$ cat src/rtl/route_request_unit.sv
// Route request unit: flit FIFO, routing-table lookup, switch-allocator request.
// Optional macro ROUTE_DIR_CHECK_EN drops flits whose looked-up direction exceeds 4.
`ifndef ADDR_SZ
`define ADDR_SZ 4
`endif
`ifndef BITS_DIR
`define BITS_DIR 3
`endif

module route_request_unit #(
    parameter int FLIT_W = 32,
    parameter int DEPTH  = 4
) (
    input  logic                 clk,
    input  logic                 reset,
    input  logic [FLIT_W-1:0]    in_data,
    input  logic                 in_valid,
    output logic                 in_ready,
    output logic [`ADDR_SZ-1:0]  table_addr,
    input  logic [`BITS_DIR-1:0] table_data,
    output logic                 req_valid,
    output logic [`BITS_DIR-1:0] req_dir,
    output logic [FLIT_W-1:0]    req_data,
    input  logic                 req_grant,
    output logic                 route_err
);
    localparam int PTR_W = $clog2(DEPTH);
    localparam int CNT_W = PTR_W + 1;
    localparam int DIR_W = `BITS_DIR;

    typedef enum logic [1:0] {IDLE, LOOKUP, REQUEST} state_t;

    state_t             r_state, w_next;
    logic [FLIT_W-1:0]  r_mem [DEPTH];
    logic [PTR_W-1:0]   r_wptr, r_rptr;
    logic [CNT_W-1:0]   r_count;
    logic               r_req_valid, r_route_err;
    logic [DIR_W-1:0]   r_req_dir;
    logic               w_push, w_pop, w_latch, w_bad_dir;

`ifdef ROUTE_DIR_CHECK_EN
    assign w_bad_dir = (table_data > DIR_W'(4));
`else
    assign w_bad_dir = 1'b0;
`endif

    assign in_ready   = (r_count != CNT_W'(DEPTH));
    assign w_push     = in_valid && in_ready;
    assign table_addr = r_mem[r_rptr][`ADDR_SZ-1:0];
    assign req_data   = r_mem[r_rptr];
    assign req_valid  = r_req_valid;
    assign req_dir    = r_req_dir;
    assign route_err  = r_route_err;

    always_comb begin
        w_next  = r_state;
        w_pop   = 1'b0;
        w_latch = 1'b0;
        case (r_state)
            IDLE:    if (r_count != '0) w_next = LOOKUP;
            LOOKUP: begin
                if (w_bad_dir) begin
                    w_pop  = 1'b1;
                    w_next = IDLE;
                end else begin
                    w_latch = 1'b1;
                    w_next  = REQUEST;
                end
            end
            REQUEST: begin
                if (req_grant) begin
                    w_pop  = 1'b1;
                    w_next = IDLE;
                end
            end
            default: w_next = IDLE;
        endcase
    end

    always_ff @(posedge clk) begin
        if (reset) begin
            r_state     <= IDLE;
            r_wptr      <= '0;
            r_rptr      <= '0;
            r_count     <= '0;
            r_req_valid <= 1'b0;
            r_req_dir   <= '0;
            r_route_err <= 1'b0;
        end else begin
            r_state     <= w_next;
            // valid tracks the next state so it is a flop, never a grant-to-valid path
            r_req_valid <= (w_next == REQUEST);
            r_route_err <= (r_state == LOOKUP) && w_bad_dir;
            if (w_latch) r_req_dir <= table_data;
            if (w_push)  r_wptr <= r_wptr + PTR_W'(1);
            if (w_pop)   r_rptr <= r_rptr + PTR_W'(1);
            case ({w_push, w_pop})
                2'b10:   r_count <= r_count + CNT_W'(1);
                2'b01:   r_count <= r_count - CNT_W'(1);
                default: ;
            endcase
        end
    end

    always_ff @(posedge clk) begin
        if (!reset && w_push) r_mem[r_wptr] <= in_data;
    end

endmodule

$ cat config.mk
export PLATFORM = sky130hd
export DESIGN_NAME = route_request_unit
export DESIGN_NICKNAME = d
export VERILOG_FILES = /design/src/rtl/route_request_unit.sv
export SDC_FILE = /design/constraint.sdc
export NUM_CORES = 1
export LEC_CHECK = 0
export CAP_MARGIN = 10
export CORE_AREA = 2 2 100 102
export CTS_CLUSTER_DIAMETER = 40
export DETAILED_ROUTE_END_ITERATION = 16
export DIE_AREA = 0 0 102 104
export HOLD_SLACK_MARGIN = 0.03
export PLACE_DENSITY = 0.84
export SYNTH_ARGS = -nofsm -noshare
export SYNTH_HDL_FRONTEND = slang
export SYNTH_SLANG_ARGS = --single-unit
$ cat constraint.sdc
create_clock -name clk -period 8.03 [get_ports clk]
set_input_delay 1.606 -clock clk [delete_from_list [all_inputs] [get_ports clk]]
set_output_delay 1.606 -clock clk [all_outputs]
set_load 0.05 [all_outputs]
Word level (Yosys, flattened, before mapping)
Memories as Yosys holds them, arrays and structs flattened. A register that Yosys moved wholly into a read port is not among the register bits.
Index checks and enable logic that the tools add are counted.
- equal/unequal tests: 6
- $add $sub $neg: 4
- reductions and logical operators: 6
- multiplexer cells: 11
- operators by type and width (cell ; number):
    $mux W2 ; 4
    $eq A2 B2 Y1 const B ; 3
    $pmux W2 S3 ; 1
    $pmux W3 S2 ; 1
    $mux W1 ; 5
    $add A2 B1 Y2 const B ; 2
    $eq A2 B1 Y1 const B ; 2
    $add A3 B1 Y3 const B ; 1
    $ne A3 B3 Y1 const B ; 1
    $reduce_bool A3 Y1 ; 1
    $sub A3 B1 Y3 const B ; 1
    $logic_and A1 B1 Y1 ; 2
    $logic_not A2 Y1 ; 1
    $reduce_bool A2 Y1 ; 1
    $logic_not A1 Y1 ; 1
- output and inout bits: 42
- memories kept: 1
- bits in writable memories: 128
- logic and storage cells: 34
- input port bits: 39
- register bits after elaboration: 13
- memory list (name ; depth ; bits a word ; rd ports ; clocked after memory_dff ; write ports ; RTL line ; text):
    r_mem ; 4 ; 32 ; 1 ; 1 ; 1 ; 34 ; logic [FLIT_W-1:0] r_mem [DEPTH];

Longest topological paths before layout
- word-level depth: 5
- mapped depth: 8
- gate-level depth less buffers: 8

Worst setup path after synthesis
No wires, ideal clock.
- kind: input -> register
- from: in in_valid
- to: mem r_mem[1][0], enable pin
- library setup time: 0.468 ns
- arrival: 4.236 ns
- buffers on the path: 0
- data required time: 7.562 ns
- cell stages on the path: 3
- setup slack: 3.326 ns
- cells stage by stage: and2_4 > inv_1 > nor3b_1
- word-level cells in the longest chain between the ends: 4
- RTL lines (what ; RTL line ; text):
    start: declaration ; 17 ; input logic in_valid,
    $logic_and A1 B1 Y1 ; 48 ; assign w_push = in_valid && in_ready;
    $logic_and A1 B1 Y1 ; 106 ; if (!reset && w_push) r_mem[r_wptr] <= in_data;
    $mux W1 ; 106 ;
    $mux W1 (implied by the code) ; 106 ;
    end: declaration ; 34 ;
No other way between the ends.

==> impl_metrics.ini <==
[final_layout]
area_growth_pct = 28.6
antennaDiodeCount = 0
multi_input_area_um2 = 1100
design_area_um2 = 6830
fin_cells = 477
nFillCells = 599
layout-drive-gt1-share_pct = 24.1
nNetsFinal = 376
regArea_um2 = 4150

[clock_tree]
cts_setup_buffers = 0
clkLatencyLatePin_ps = 510
cts_root_buf = clkbuf_8
cts_buffers = 17
cts_tree = built
cts-htree-levels = 4
hold_buffers = 0
ctsResizeCount = 0
path_clk_slew_ps = 60
cts.path.max_buffers = 2
cts_sinks = 143

[setup_path]
timing.rr.start = r_count[0]
arrival_ps = 2820
reg2reg_depth = 8
r2r_slack_ps = 5680
worstSetupPathType = reg2out
cp-end-kind = output pin
startpoint_type = flip-flop
worstPathMaxFanout = 27
cp_data_required_time_ps = 6420
reg2reg_to = r_count[2]

[min_path]
hp-start = r_state[0]
min_path_cells = 1
hold_path_end = r_state[0]
hold_class = reg2reg

[floorplan]
ios = 81
core-area_um2 = 9550
dieArea_um2 = 10600
die_x_um = 102
die_height_um = 104
start_util_pct = 55.6
placementRows = 36

[detailed_routing]
vias = 2562
drc = 0
drtPass1Iterations = 4
ant_nets = 0
first_iter_violations = 154
wirelength_um = 9290
viasPerCell = 5.37
wl_per_cell_um = 19.5

[logic_synthesis]
synth_ff_type = edfxtp_1
synth-edff-count = 128
synth_cells = 239
synth_top_area_share_pct = 72.3
ys_warn_count = 0
syn-num-nets = 284
synthDistinctLibCells = 28
ys_seq_area_share_pct = 78.0
synth_commonest_cells = edfxtp_1 (128), mux4_2 (32), dfxtp_1 (15), nor2_1 (10), buf_4 (6)
avgSynthCellArea_um2 = 22.2
synth_seq_cells = 143
ys_async_sr_fraction_pct = 0
yosys.area.top_type = edfxtp_1
synth_most_common_cell = edfxtp_1
synth_area_leaders = edfxtp_1 (72%), mux4_2 (14%), dfxtp_1 (5.7%)
synthesis.area_um2 = 5310

[place]
place_congestion = 0.695
dpl_cell_area_um2 = 6280
place_inst = 445
port_buffers = 79
dp_hpwl_um = 5820
dp_slack_ps = 4080

[timing]
period_needed_ps = 4430
fin_crit_sh_pct = 55.2
fin_tns_setup_ps = 0
worstMarginPinSlew_ps = 860
hold_violations = 0
skew_ps = 5.40
setup_slack_ps = 3600
setup_viol = 0
slew_headroom_pct = 42.7
report.final.slew_viol_count = 0
fmax_mhz = 226
grt_setup_unrepaired = no

[flow_run]
maxCapViolCount = 0

[grt]
grt_max_degree = 33
grt_pass1_wl_um = 14900
track_usage_pct = 19.2
gr-total-overflow = 0
grt_pass1_vias = 2834
antenna_found_initial = 0

[power]
powerDensity_nw_per_um2 = 260
p_leak_nw = 2.26
ir_drop_mv = 0.198

[outcome]
status = finished clean
==> stage by stage <==
stage          utilization, %  hold slack (ps)  power [mW]
2_1_floorplan               -              445       0.999
3_5_place_dp             65.7              482        1.07
5_1_grt                  71.6              528        1.83
4_1_cts                  71.6              490        1.79
6_report                 71.6              487        1.78
3_3_place_gp             65.7              466        1.07
==> area by class of cell <==
type | count | area share, %
sequential | 143 | 60.7
multi-input combinational | 78 | 16.0
timing repair buffer | 88 | 12.6
clock buffer | 17 | 6.06
tap | 133 | 2.44
clock inverter | 15 | 2.07
inverter | 3 | 0.165
==> report_power, final <==
group	total [mW]	switching [mW]	internal, mW	leakage, nW
combinational	0.205	0.121	0.0836	0.694
clock	0.719	0.322	0.397	0.276
sequential	0.852	0.0129	0.839	1.29
total	1.78	0.456	1.32	2.26
==> kinds of logic (layout without fill, tap and decap cells) <==
group / after synthesis / count (layout) / synth area share (%)
flip-flops: 143 / 143 / 78.0
multiplexers: 38 / 38 / 14.8
AND/OR/NAND/NOR: 25 / 25 / 2.80
buffers and inverters: 18 / 123 / 1.77
adder cells (fa/ha/maj): 6 / 6 / 1.55
AO/OA/AOI/OAI: 4 / 4 / 0.377
XOR/XNOR: 4 / 4 / 0.659
other: 1 / 1 / 0.0706
==> worst max-delay path, stage by stage, from the launching register on <==
cell and delay, ps:
dfxtp_2 440, buf_4 490, mux4_2 590, clkdlybuf4s50_1 750
==> routing by layer <==
metal  track usage (%)  part of all wire [%]  vias to the layer above  wire (µm)
met5                 0                     0                        -          0
met4              7.14                   1.6                        0        146
met3              6.12                   5.3                       13        489
met2              31.6                    54                       72       5040
met1              23.9                    39                     1319       3620
li1                  -                     -                     1158          -
==> sequential cells by signal, summed over array words and instances, names as in the netlist, named ones only <==
register,cells
r_mem,128
req_valid,1
r_count,3
r_rptr,2
req_dir,3
r_state,2
r_wptr,2
==> worst max path at each step <==
stage,from,end,depth (start not counted)
final,flip-flop,req_data[0],3
after global routing,flip-flop,req_data[0],3
after CTS,flip-flop,req_data[0],3
after detailed placement,flip-flop,req_data[0],3
after global placement,flip-flop,table_addr[0],3
after floorplan,in_valid,r_mem[1][0],3
==> cells in the final DEF, fill, tap and decap left out, drive strengths merged, types with 3 or more instances in the layout <==
master         Yosys  layout
clkbuf             3      17
inv                3      14
clkdlybuf4s50      0      79
nor2              10      10
buf               12       9
a21oi              3       3
edfxtp           128     128
dfxtp             15      15
nand2b             3       3
ha                 5       5
mux4              32      32
nor3b              4       4
mux2i              5       5
clkinv             0       3
Note: power is estimated with default switching activity, not from simulation.
